[src/rtl/match_clock_ctrl.sv]
// Game-sequencing controller for the basketball scoreboard: period clock, shot clock,
// possession and period progression, with registered display-facing outputs.
module match_clock_ctrl #(
  parameter int unsigned TICK_DIV    = 50_000_000,
  parameter int unsigned PERIOD_SEC  = 600,
  parameter int unsigned SHOT_SEC    = 24,
  parameter int unsigned BREAK_SEC   = 60,
  parameter int unsigned NUM_PERIODS = 4
) (
  input  logic       clk,
  input  logic       rst,
  input  logic       start_p,
  input  logic       pause_p,
  input  logic       made_p,
  input  logic       rebound_p,
  output logic [1:0] team_sel,
  output logic [7:0] led_period,
  output logic [9:0] game_sec,
  output logic [4:0] shot_sec,
  output logic [2:0] period_num,
  output logic       running,
  output logic       viol_p,
  output logic       game_over
);

  localparam int unsigned PW = $clog2(TICK_DIV);
  localparam int unsigned GW = 10;
  localparam int unsigned SW = 5;
  localparam int unsigned NW = 3;

  localparam logic [PW-1:0] TICK_LAST  = PW'(TICK_DIV - 1);
  localparam logic [GW-1:0] GAME_LOAD  = GW'(PERIOD_SEC);
  localparam logic [SW-1:0] SHOT_LOAD  = SW'(SHOT_SEC);
  localparam logic [GW-1:0] BREAK_LOAD = GW'(BREAK_SEC);
  localparam logic [NW-1:0] LAST_PER   = NW'(NUM_PERIODS);
  localparam logic [1:0]    TEAM_A     = 2'b01;
  localparam logic [1:0]    TEAM_B     = 2'b10;

  typedef enum logic [2:0] {
    S_IDLE,
    S_RUN,
    S_PAUSE,
    S_BREAK,
    S_OVER
  } state_t;

  state_t        state, state_nxt;
  logic [PW-1:0] presc, presc_nxt;
  logic [GW-1:0] brk_cnt, brk_nxt;
  logic [1:0]    team_nxt;
  logic [7:0]    led_nxt;
  logic [GW-1:0] game_nxt;
  logic [SW-1:0] shot_nxt;
  logic [NW-1:0] period_nxt;
  logic          running_nxt;
  logic          viol_nxt;
  logic          over_nxt;
  logic          tick;
  logic          swap;

  assign tick = (presc == TICK_LAST);

  // State and all output registers
  always_ff @(posedge clk) begin
    if (rst) begin
      state      <= S_IDLE;
      presc      <= '0;
      brk_cnt    <= BREAK_LOAD;
      team_sel   <= TEAM_A;
      led_period <= 8'hFF;
      game_sec   <= GAME_LOAD;
      shot_sec   <= SHOT_LOAD;
      period_num <= NW'(1);
      running    <= 1'b0;
      viol_p     <= 1'b0;
      game_over  <= 1'b0;
    end else begin
      state      <= state_nxt;
      presc      <= presc_nxt;
      brk_cnt    <= brk_nxt;
      team_sel   <= team_nxt;
      led_period <= led_nxt;
      game_sec   <= game_nxt;
      shot_sec   <= shot_nxt;
      period_num <= period_nxt;
      running    <= running_nxt;
      viol_p     <= viol_nxt;
      game_over  <= over_nxt;
    end
  end

  // Next-state and next-output logic
  always_comb begin
    state_nxt  = state;
    presc_nxt  = presc;
    brk_nxt    = brk_cnt;
    team_nxt   = team_sel;
    led_nxt    = led_period;
    game_nxt   = game_sec;
    shot_nxt   = shot_sec;
    period_nxt = period_num;
    viol_nxt   = 1'b0;
    swap       = 1'b0;

    case (state)
      S_IDLE: begin
        presc_nxt = '0;
        if (start_p) begin
          state_nxt = S_RUN;
        end
      end

      S_RUN: begin
        presc_nxt = tick ? '0 : presc + PW'(1);
        if (tick && (game_sec == GW'(1))) begin
          // Period end wins over shot-clock and same-cycle events
          game_nxt  = '0;
          led_nxt   = led_period >> 2;
          presc_nxt = '0;
          if (period_num == LAST_PER) begin
            state_nxt = S_OVER;
          end else begin
            state_nxt = S_BREAK;
            brk_nxt   = BREAK_LOAD;
          end
        end else begin
          if (tick) begin
            game_nxt = game_sec - GW'(1);
            if (shot_sec == SW'(1)) begin
              viol_nxt = 1'b1;
              swap     = 1'b1;
              shot_nxt = SHOT_LOAD;
            end else begin
              shot_nxt = shot_sec - SW'(1);
            end
          end
          // A basket and a violation together still swap only once
          if (made_p || rebound_p) begin
            shot_nxt = SHOT_LOAD;
          end
          if (made_p) begin
            swap = 1'b1;
          end
          if (swap) begin
            team_nxt = {team_sel[0], team_sel[1]};
          end
          if (pause_p) begin
            state_nxt = S_PAUSE;
          end
        end
      end

      S_PAUSE: begin
        if (start_p || pause_p) begin
          state_nxt = S_RUN;
        end
      end

      S_BREAK: begin
        presc_nxt = tick ? '0 : presc + PW'(1);
        if (tick) begin
          if (brk_cnt <= GW'(1)) begin
            brk_nxt    = '0;
            period_nxt = period_num + NW'(1);
            game_nxt   = GAME_LOAD;
            shot_nxt   = SHOT_LOAD;
            team_nxt   = period_nxt[0] ? TEAM_A : TEAM_B;
            state_nxt  = S_PAUSE;
          end else begin
            brk_nxt = brk_cnt - GW'(1);
          end
        end
      end

      S_OVER: begin
        presc_nxt = '0;
      end

      default: begin
        state_nxt = S_IDLE;
        presc_nxt = '0;
      end
    endcase

    running_nxt = (state_nxt == S_RUN);
    over_nxt    = (state_nxt == S_OVER);
  end

endmodule

[config.mk]
export PLATFORM = sky130hd
export DESIGN_NAME = match_clock_ctrl
export DESIGN_NICKNAME = d
export VERILOG_FILES = /design/src/rtl/match_clock_ctrl.sv
export SDC_FILE = /design/constraint.sdc
export NUM_CORES = 1
export LEC_CHECK = 0
export BUFFER_PORTS_ARGS = -buffer_cell sky130_fd_sc_hd__buf_2
export CAP_MARGIN = 25
export CORE_AREA = 8 8 128 130
export DETAILED_ROUTE_END_ITERATION = 16
export DIE_AREA = 0 0 136 138
export GPL_TIMING_DRIVEN = 0
export HOLD_SLACK_MARGIN = 0.1
export SYNTH_ARGS = -nofsm -noshare
export SYNTH_HDL_FRONTEND = slang
export SYNTH_SLANG_ARGS = --single-unit
[constraint.sdc]
create_clock -name clk -period 3.9 [get_ports clk]
set_input_delay 0.78 -clock clk [delete_from_list [all_inputs] [get_ports clk]]
set_output_delay 0.78 -clock clk [all_outputs]
set_load 0.1 [all_outputs]
==> summary.md <==
| Metric | Value |
|---|---|
| Outcome | `finished clean` |
| Instance count on the critical path | `7` |
| Avg WL per Cell | `14.3 µm` |
| Die footprint | `18800 µm²` |
| Max Freq | `336 MHz` |
| Core Rows | `44` |
| Worst-path maximum fanout | `7` |
| Core area | `between 10000 and 15000 µm²` |
| Worst Hold Depth | `2` |
| GR Overflow Total | `0` |
| CP Class | `reg2reg` |
| Final Skew | `0.00919 ns` |
| Slew Viols, Final | `0` |
| Pwr per Cell Area | `about 370 nW/µm²` |
| FILL cells | `1514` |
| Share of the synthesized area in the top cell type | `between 30% and 40%` |
| Post-CTS Setup Repair Bufs | `0` |
| Relative slew slack | `41.4%` |
| Tightest Pin Transition | `0.871 ns` |
| Largest net degree at the start of global routing | `13` |
| Setup WS pre-CTS | `1.07 ns` |
| Hold crit path type | `reg2reg` |
| I/O pin cnt | `37` |
| Post-synth EDFFs | `0` |
| WP buf/inv | `1` |
| Crit-path slowest cell | `nor4_1` |
| ANT cells | `0` |
| CTS buffer count | `9` |
| Vias in the first global route | `around 3200` |
| GRT Overall Usage | `10.1%` |
| IO buf count | `36` |
| Asr flop ratio synth | `0%` |
| Synth Area per Inst | `between 8 and 9 µm²` |
| Final setup viols | `0` |
| Clk Latency, worst-skew pair | `0.34 ns` |
| Area growth syn-to-layout | `20.2%` |
| Most frequent cells in the layout | `66 x dfxtp_1, 47 x nor2_1, 40 x buf_2` |
| Cell taking the most area after synthesis | `dfxtp_1` |
| Final net count | `492` |
| Register area | `1320 µm²` |
| H-tree depth | `3` |
| Post-cts hold buffer count | `0` |
| RSZ-0062 raised after global routing | `false` |
| DRT Pass-1 Iters | `4` |
| Mapped Area | `3540 µm²` |
| Worst Setup End Kind | `register` |
| Routed wire length | `9.52 mm` |
| DP HPWL | `approximately 6.8 mm` |
| DRC | `0` |
| Dominant synthesized flop cell | `dfxtp_1` |
| Antenna violation net count after detailed routing | `0` |
| Slowest stage delay, CP | `0.64 ns` |
| Root Driver | `clkbuf_16` |
| Top cells by area, synth | `dfxtp_1 37%, nor2_1 5.0%, a21oi_1 3.7%` |
| Most common cell after layout, fill and taps aside | `dfxtp_1` |
| Vias | `3313` |
| CTS clk-pin slew, worst paths | `0.06 ns` |
| Synthesized Nets | `443` |
| Crit path time final | `2.97 ns` |
| CP startpoint kind | `register` |
| Yosys cell types | `53` |
| Die Y | `138 µm` |
| Initial antenna violation count | `0` |
| Slack of the critical path | `0.926 ns` |
| Tot Pwr | `0.00159 W` |
| R2R depth | `7` |
| Crit path DAT | `3.19 ns` |
| Finished Layout Cells | `~670` |
| Clock sinks | `66` |
| VDD IR max | `about 0.00018 V` |
| Synth Register Bits | `66` |
| Worst path cell trace | `nor4_2 > nand4_1 > nor4_1 > buf_2 > mux2i_1 > o21ai_0 > nor3_1` |
| Ys Warns | `0` |
| Final period util | `between 70% and 80%` |
| Multi-input logic area | `2060 µm²` |
| Share of cells above drive strength 1 | `14.3%` |
| Die Width | `136 µm` |
| LEAKAGE | `1.53 nW` |
| Crit-path leading delay family | `simple AND/OR/NAND/NOR gates` |
| Post-CTS sizing | `0` |
| Clk buf depth | `2` |
| TritonCTS clock tree | `built` |
| Setup TNS | `0 ns` |
| Initial core utilization | `about 25%` |
| Fin. Hold Viols | `0` |
| 1st-iter DRT viols | `roughly 220` |
| Required time of the worst setup path | `4.12 ns` |
| Sequential share of the synthesized area | `37.4%` |
| Final hold slack | `0.482 ns` |
| GPL Wtd Cong | `0.823` |
| Max Cap Viol | `0` |
| Placed insts | `around 650` |
| Drt via density | `4.98` |
| Syn Inst Count | `428` |
| First-pass GRT wire length | `15.5 mm` |
## worst reg2reg max path, cell delays in order (launching register included)
cell	delay [ns]
dfxtp_1	0.36
nor4_2	0.56
nand4_1	0.35
nor4_1	0.64
buf_2	0.27
mux2i_1	0.21
o21ai_0	0.13
nor3_1	0.32
## registers in the layout, summed over array words and instances (netlist names)
name,cells
presc,26
brk_cnt,10
game_sec,10
shot_sec,5
led_period,4
period_num,3
state,3
team_sel,2
game_over,1
running,1
viol_p,1
## per-stage QoR
step,utilization [%],area (µm²)
3_3_place_gp,27.6,3950
2_1_floorplan,-,3540
3_5_place_dp,27.6,3950
4_1_cts,29.7,4250
6_report,29.7,4250
5_1_grt,29.7,4250
## layout make-up
cell class,instances,area share [%]
well taps,184,5.42
multi-input cells,328,48.5
flip-flops and latches,66,31.1
clock buffers,9,5.30
repair buffers,38,4.47
plain buffers,21,2.47
inverters,13,1.15
clock inverters,6,1.62
## synthesized netlist by cell type (all sizes together), types with 4 or more instances
cell / instances
nand4: 13
xnor2: 9
nand3: 13
or3: 14
inv: 13
o21bai: 4
nand2b: 14
nor4: 10
o21ai: 24
nor4b: 4
nor3: 23
mux2i: 8
a31oi: 6
a221o: 4
a21oi: 26
and4: 4
nor2b: 8
a21o: 6
nand3b: 5
and3: 4
dfxtp: 66
nor2: 47
nand2: 28
clkbuf: 12
xor2: 12
buf: 9
nor3b: 6
ha: 9
## routing by layer
layer | vias up | global-route usage [%] | part of all wire [%]
met5 | - | 0 | 0
met4 | 0 | 5.21 | 2.3
met3 | 16 | 2.28 | 5.3
met2 | 72 | 16.1 | 46
met1 | 1588 | 12.2 | 47
li1 | 1637 | - | -
## cells by family (layout without fill, tap and decap cells)
group	Yosys count	count (layout)	share of synthesized area (%)
AOI/OAI and AO/OA	84	84	14.8
xor gates and xnor gates	21	21	5.20
adders and majority gates	9	9	3.18
buffers and inverters	34	87	4.35
DFF	66	66	37.4
muxes	9	9	2.58
and+or+nand+nor	205	205	32.5
## final timing paths
| check | startpoint | slack [ns] | to |
|---|---|---|---|
| max | game_sec[3] | 0.93 | running |
| min | brk_cnt[1] | 0.48 | brk_cnt[1] |
| max reg2reg | game_sec[3] | 0.93 | running |
| min reg2reg | brk_cnt[1] | 0.48 | brk_cnt[1] |
## where the power goes
group / switching, W / leakage [nW] / internal [W]
Clock: 0.000316 / 0.130 / 0.000492
Combinational: 0.0000723 / 0.865 / 0.0000251
Sequential: 0.00000470 / 0.533 / 0.000680
Power figures use the tool's default switching activity.
